$ cat src/rtl/mips_mc_ctrl.sv
// Multi-cycle control FSM for the 32-bit MIPS datapath (fetch/decode/execute/memory/writeback).
// Define MC_CTRL_BRANCH_EN to add BEQ support; otherwise BEQ decodes as illegal.
module mips_mc_ctrl #(
    parameter int unsigned CNT_W = 32
) (
    input  logic             i_clk,
    input  logic             i_rst_n,
    input  logic [5:0]       i_opcode,
    input  logic [5:0]       i_funct,
    input  logic             i_mem_ready,
    input  logic             i_zero,
    output logic             o_alu_src,
    output logic [3:0]       o_alu_ctrl,
    output logic             o_ir_we,
    output logic             o_pc_we,
    output logic             o_pc_src,
    output logic             o_mem_rd,
    output logic             o_mem_we,
    output logic             o_reg_we,
    output logic             o_reg_dst,
    output logic             o_mem_to_reg,
    output logic             o_illegal,
    output logic [2:0]       o_state,
    output logic [CNT_W-1:0] o_retired
);

    localparam logic [5:0] OP_R    = 6'b000000;
    localparam logic [5:0] OP_LW   = 6'b100011;
    localparam logic [5:0] OP_SW   = 6'b101011;
    localparam logic [5:0] OP_ADDI = 6'b001000;
    localparam logic [5:0] OP_BEQ  = 6'b000100;

    localparam logic [5:0] FN_ADD = 6'b100000;
    localparam logic [5:0] FN_SUB = 6'b100010;
    localparam logic [5:0] FN_AND = 6'b100100;
    localparam logic [5:0] FN_OR  = 6'b100101;
    localparam logic [5:0] FN_SLT = 6'b101010;

    localparam logic [3:0] ALU_AND = 4'b0000;
    localparam logic [3:0] ALU_OR  = 4'b0001;
    localparam logic [3:0] ALU_ADD = 4'b0010;
    localparam logic [3:0] ALU_SUB = 4'b0110;
    localparam logic [3:0] ALU_SLT = 4'b0111;

    typedef enum logic [2:0] {
        IDLE   = 3'd0,
        FETCH  = 3'd1,
        DECODE = 3'd2,
        EXEC   = 3'd3,
        MEM    = 3'd4,
        WB     = 3'd5
    } state_t;

    state_t           state_q;
    logic [5:0]       opcode_q;
    logic [5:0]       funct_q;
    logic [CNT_W-1:0] retired_q;

    function automatic logic is_legal(input logic [5:0] op, input logic [5:0] fn);
        logic ok;
        ok = 1'b0;
        case (op)
            OP_R:                   ok = (fn == FN_ADD) || (fn == FN_SUB) || (fn == FN_AND) ||
                                         (fn == FN_OR)  || (fn == FN_SLT);
            OP_LW, OP_SW, OP_ADDI:  ok = 1'b1;
`ifdef MC_CTRL_BRANCH_EN
            OP_BEQ:                 ok = 1'b1;
`endif
            default:                ok = 1'b0;
        endcase
        return ok;
    endfunction

    function automatic logic [3:0] r_alu_ctrl(input logic [5:0] fn);
        logic [3:0] c;
        case (fn)
            FN_SUB:  c = ALU_SUB;
            FN_AND:  c = ALU_AND;
            FN_OR:   c = ALU_OR;
            FN_SLT:  c = ALU_SLT;
            default: c = ALU_ADD;
        endcase
        return c;
    endfunction

    // State sequencing, instruction latches and retire counter
    always_ff @(posedge i_clk or negedge i_rst_n) begin
        if (!i_rst_n) begin
            state_q   <= IDLE;
            opcode_q  <= 6'd0;
            funct_q   <= 6'd0;
            retired_q <= '0;
        end else begin
            case (state_q)
                IDLE:   state_q <= FETCH;
                FETCH:  if (i_mem_ready) state_q <= DECODE;
                DECODE: begin
                    opcode_q <= i_opcode;
                    funct_q  <= i_funct;
                    state_q  <= is_legal(i_opcode, i_funct) ? EXEC : FETCH;
                end
                EXEC: begin
                    case (opcode_q)
                        OP_LW, OP_SW:  state_q <= MEM;
                        OP_R, OP_ADDI: state_q <= WB;
                        default: begin
                            // Only BEQ reaches here; it retires straight from EXEC
                            state_q   <= FETCH;
                            retired_q <= retired_q + CNT_W'(1);
                        end
                    endcase
                end
                MEM: begin
                    if (i_mem_ready) begin
                        if (opcode_q == OP_LW) begin
                            state_q <= WB;
                        end else begin
                            state_q   <= FETCH;
                            retired_q <= retired_q + CNT_W'(1);
                        end
                    end
                end
                WB: begin
                    state_q   <= FETCH;
                    retired_q <= retired_q + CNT_W'(1);
                end
                default: state_q <= IDLE;
            endcase
        end
    end

    // Outputs decode from the state register so reset clears them immediately
    always_comb begin
        o_alu_src    = 1'b0;
        o_alu_ctrl   = 4'b0000;
        o_ir_we      = 1'b0;
        o_pc_we      = 1'b0;
        o_pc_src     = 1'b0;
        o_mem_rd     = 1'b0;
        o_mem_we     = 1'b0;
        o_reg_we     = 1'b0;
        o_reg_dst    = 1'b0;
        o_mem_to_reg = 1'b0;
        o_illegal    = 1'b0;
        case (state_q)
            FETCH: begin
                o_mem_rd = 1'b1;
                o_ir_we  = i_mem_ready;
                o_pc_we  = i_mem_ready;
            end
            DECODE: o_illegal = !is_legal(i_opcode, i_funct);
            EXEC: begin
                case (opcode_q)
                    OP_R: o_alu_ctrl = r_alu_ctrl(funct_q);
`ifdef MC_CTRL_BRANCH_EN
                    OP_BEQ: begin
                        o_alu_ctrl = ALU_SUB;
                        o_pc_we    = i_zero;
                        o_pc_src   = i_zero;
                    end
`endif
                    default: begin
                        o_alu_src  = 1'b1;
                        o_alu_ctrl = ALU_ADD;
                    end
                endcase
            end
            MEM: begin
                // Address operands stay stable for the whole access
                o_alu_src  = 1'b1;
                o_alu_ctrl = ALU_ADD;
                o_mem_rd   = (opcode_q == OP_LW);
                o_mem_we   = (opcode_q != OP_LW);
            end
            WB: begin
                o_reg_we     = 1'b1;
                o_reg_dst    = (opcode_q == OP_R);
                o_mem_to_reg = (opcode_q == OP_LW);
            end
            default: ;
        endcase
    end

`ifndef MC_CTRL_BRANCH_EN
    logic unused_zero;
    assign unused_zero = i_zero;
`endif

    assign o_state   = 3'(state_q);
    assign o_retired = retired_q;

endmodule

$ cat config.mk
export PLATFORM = sky130hd
export DESIGN_NAME = mips_mc_ctrl
export DESIGN_NICKNAME = d
export VERILOG_FILES = /design/src/rtl/mips_mc_ctrl.sv
export SDC_FILE = /design/constraint.sdc
export NUM_CORES = 1
export LEC_CHECK = 0
export CAP_MARGIN = 10
export CORE_MARGIN = 2
export CORE_UTILIZATION = 45
export CTS_CLUSTER_DIAMETER = 80
export DETAILED_ROUTE_END_ITERATION = 8
export GPL_TIMING_DRIVEN = 0
export MAX_ROUTING_LAYER = met4
export PLACE_DENSITY_LB_ADDON = 0.25
export SLEW_MARGIN = 20
export SYNTH_ARGS = -nofsm -noshare
export SYNTH_HDL_FRONTEND = slang
export SYNTH_SLANG_ARGS = --single-unit
$ cat constraint.sdc
create_clock -name i_clk -period 2.54 [get_ports i_clk]
set_clock_uncertainty 0.2 [all_clocks]
set_input_delay 0.381 -clock i_clk [delete_from_list [all_inputs] [get_ports i_clk]]
set_output_delay 0.381 -clock i_clk [all_outputs]
set_load 0.01 [all_outputs]
==> results.json <==
{
  "tightest_slew_ns": 0.596,
  "post-route-period-util_pct": 97.3,
  "drive_gt1_share_pct": 22.3,
  "fillCellCount": 454,
  "synthCells": 229,
  "stdcell_area_mm2": 0.00348,
  "fmax_mhz": 405,
  "worstPathRequired_ns": 1.96,
  "status": "completed",
  "ys_seq_area_share_pct": 47.5,
  "crit_arrival_ns": 1.89,
  "crit_type": "register to primary output",
  "synthesis.area_mm2": 0.00248,
  "path_cells": "nor3_4 -> buf_4 -> nand4_1 -> nor2_1 -> clkdlybuf4s50_1",
  "drt-total-wl_mm": 5.67,
  "clk_pin_slew_ns": 0.09,
  "slowest_delay_ns": 0.54,
  "drc_errors": 0,
  "hold_start": "i_opcode[1]",
  "cts_buffer_depth": 2,
  "hold_path.class": "input port to register",
  "ant_nets": 0,
  "tritoncts.num_buffers": 5,
  "initial_core_util_pct": 45.9,
  "worstPathMaxFanout": 4,
  "tritoncts": "yes",
  "seqPwrFrac_pct": 42.9,
  "synth-edff-count": 0,
  "dp_slack_ns": -0.376,
  "final_max_slew_viol_count": 0,
  "dpl.cell_count": 364,
  "placed_area_mm2": 0.00321,
  "place_congestion": 0.872,
  "grt_pass1_vias": 2019,
  "pwr-share-comb_pct": 38.2,
  "fp.dieW_um": 78.2,
  "peakVddDrop_mv": 0.460,
  "synth_mux_area_share_pct": 5.86,
  "timing.rr.start": "opcode_q[0]",
  "synth_compound_area_share_pct": 5.05,
  "switching_share_pct": 34.9,
  "via_per_inst": 5.38,
  "dr.pass1.iters": 4,
  "core_area_mm2": 0.00541,
  "synthAdderAreaFrac_pct": 0.505,
  "hpwlAfterDp_mm": 4.05,
  "fin_ws_ns": 0.0688,
  "cts_root_buf": "clkbuf_8",
  "power.density_mw_per_mm2": 734,
  "period_needed_ns": 2.47,
  "worstSkewPairLatency_ns": 0.30,
  "fin_nets": 325,
  "rows": 27,
  "globalRoute.totalOverflow": 0,
  "hold_violations": 0,
  "power.switching_mw": 0.891,
  "hold_ws_ns": 0.274,
  "worstSetupStartpoint": "opcode_q[4]",
  "setup_viol": 0,
  "synth_warnings": 0,
  "antenna_found_initial": 0,
  "power.internal_mw": 1.66,
  "io_pins": 65,
  "clockPowerShare_pct": 18.9,
  "crit_family": "buffers and inverters",
  "crit_path_end_kind": "primary output",
  "die_area_mm2": 0.00612,
  "synth_seq_cells": 47,
  "rsz0062_at_grt": "false",
  "synth-async-reset-ratio_pct": 100,
  "start_kind": "register",
  "grt_usage_pct": 20.1,
  "cp_num_buf_inv": 2,
  "cts_sinks": 47,
  "synth.distinct_cells": 47,
  "cap_violations": 0,
  "htreeDepth": 2,
  "power.leakage_nw": 1.35,
  "slew_headroom_pct": 60.3,
  "grt_max_degree": 25,
  "crit_slowest_cell": "clkdlybuf4s50_1",
  "wl_per_cell_um": 14.9,
  "area_delta_synth_final_pct": 40.2,
  "die_h_um": 78.2,
  "grt_first_pass_wirelength_mm": 9.65,
  "syn_area_per_cell_um2": 10.8,
  "num_antenna_cells": 0,
  "yosys.area_share.simple_pct": 26.1,
  "drt-initial-drc-count": 83,
  "synth_flop_cell": "dfrtp_1",
  "instances_no_fill": 381,
  "num_vias": 2048,
  "port_buffers": 61,
  "synthXorXnorAreaFrac_pct": 11.3,
  "synth_top_family_by_area": "simple AND/OR/NAND/NOR gates"
}
## layout by cell type, fill, tap and decap left out, types with 5 or more instances in the layout
master / count
clkdlybuf4s50_1: 52
dfrtp_1: 43
nand2_1: 21
xor2_1: 20
nor2_1: 15
mux2_2: 12
buf_4: 11
nand3_1: 10
nand4_1: 10
xnor2_1: 10
nor3_1: 7
nor4_2: 6
clkbuf_8: 6
inv_1: 5
and3_1: 5
dlygate4sd2_1: 5
## per-layer routing
layer	routed length [µm]	part of all wire (%)	global-route usage (%)	vias up
met5	0	0	-	-
met4	102	1.8	7.37	0
met3	160	2.8	2.76	13
met2	2870	51	32.4	47
met1	2530	45	26.3	1004
li1	-	-	-	984
## registers in the layout, indices dropped and copies added (netlist names)
name	flops
o_retired	32
o_state	3
opcode_q	6
funct_q	6
## final cells by class
| type | count | area [µm²] | share of cell area, % |
|---|---|---|---|
| buffer | 9 | 80.1 | 2.30 |
| clock buffer | 6 | 82.6 | 2.38 |
| clock inverter | 2 | 16.3 | 0.468 |
| inverter | 5 | 18.8 | 0.540 |
| multi-input combinational | 169 | 1300 | 37.5 |
| sequential | 47 | 1180 | 34.0 |
| tap | 72 | 90.1 | 2.59 |
| timing repair buffer | 71 | 704 | 20.3 |
## power by group through the flow
stage               registers, mW  logic (mW)  clock network (mW)
floorplan                    1.08       0.500                   0
global placement             1.08       0.828                   0
detailed placement           1.09       0.849                   0
CTS                          1.09       0.918               0.492
global route                 1.12        1.06               0.527
finish                       1.09       0.973               0.482
## synthesized netlist by cell type (all sizes together), types with 2 or more instances
cell type / number / share of area, %
nor4: 11 / 4.6
nand2b: 3 / 0.76
nand3: 11 / 2.2
nand4: 10 / 2.5
nor3: 10 / 2.0
nor4b: 2 / 0.71
nor2: 15 / 2.3
nand3b: 5 / 2.0
inv: 5 / 0.76
xnor2: 11 / 4.2
buf: 9 / 2.9
or4: 2 / 0.91
mux2: 12 / 5.5
xor2: 20 / 7.1
nor3b: 3 / 0.91
and3: 5 / 1.3
nand2: 22 / 3.3
dfrtp: 47 / 47
a21oi: 3 / 0.61
and4: 2 / 0.71
## worst paths after layout
path,endpoint,slack [ns],cells past startpoint
max reg2reg,o_retired[17],0.10,7
min reg2reg,o_retired[24],0.29,1
max in group asynchronous,o_state[1],1.18,3
max,o_mem_to_reg,0.07,5
min,opcode_q[1],0.27,2
min in group asynchronous,o_retired[30],0.42,2
## logic make-up after synthesis
kind of cell,after synthesis
AO/OA/AOI/OAI,15
XOR/XNOR,31
adder cells (fa/ha/maj),1
buffers and inverters,14
flip-flops,47
multiplexers,13
other,1
AND/OR/NAND/NOR,107
## per-stage QoR
step / TNS [ns] / power (mW) / util [%]
floorplan: 0 / 1.58 / -
global placement: -21.28 / 1.91 / 58.9
detailed placement: -0.485 / 1.94 / 59.3
CTS: -0.178 / 2.50 / 62.8
global route: 0 / 2.71 / 64.3
finish: 0 / 2.55 / 64.3
## timing repair
action	in CTS	in global routing
endpoints found under the setup margin	6	8
hold buffers	1	0
resized for setup	16	15
buffers inserted	4	4
hold endpoints to repair	23	0
pin swaps	4	3
Note: power is estimated with default switching activity, not from simulation.
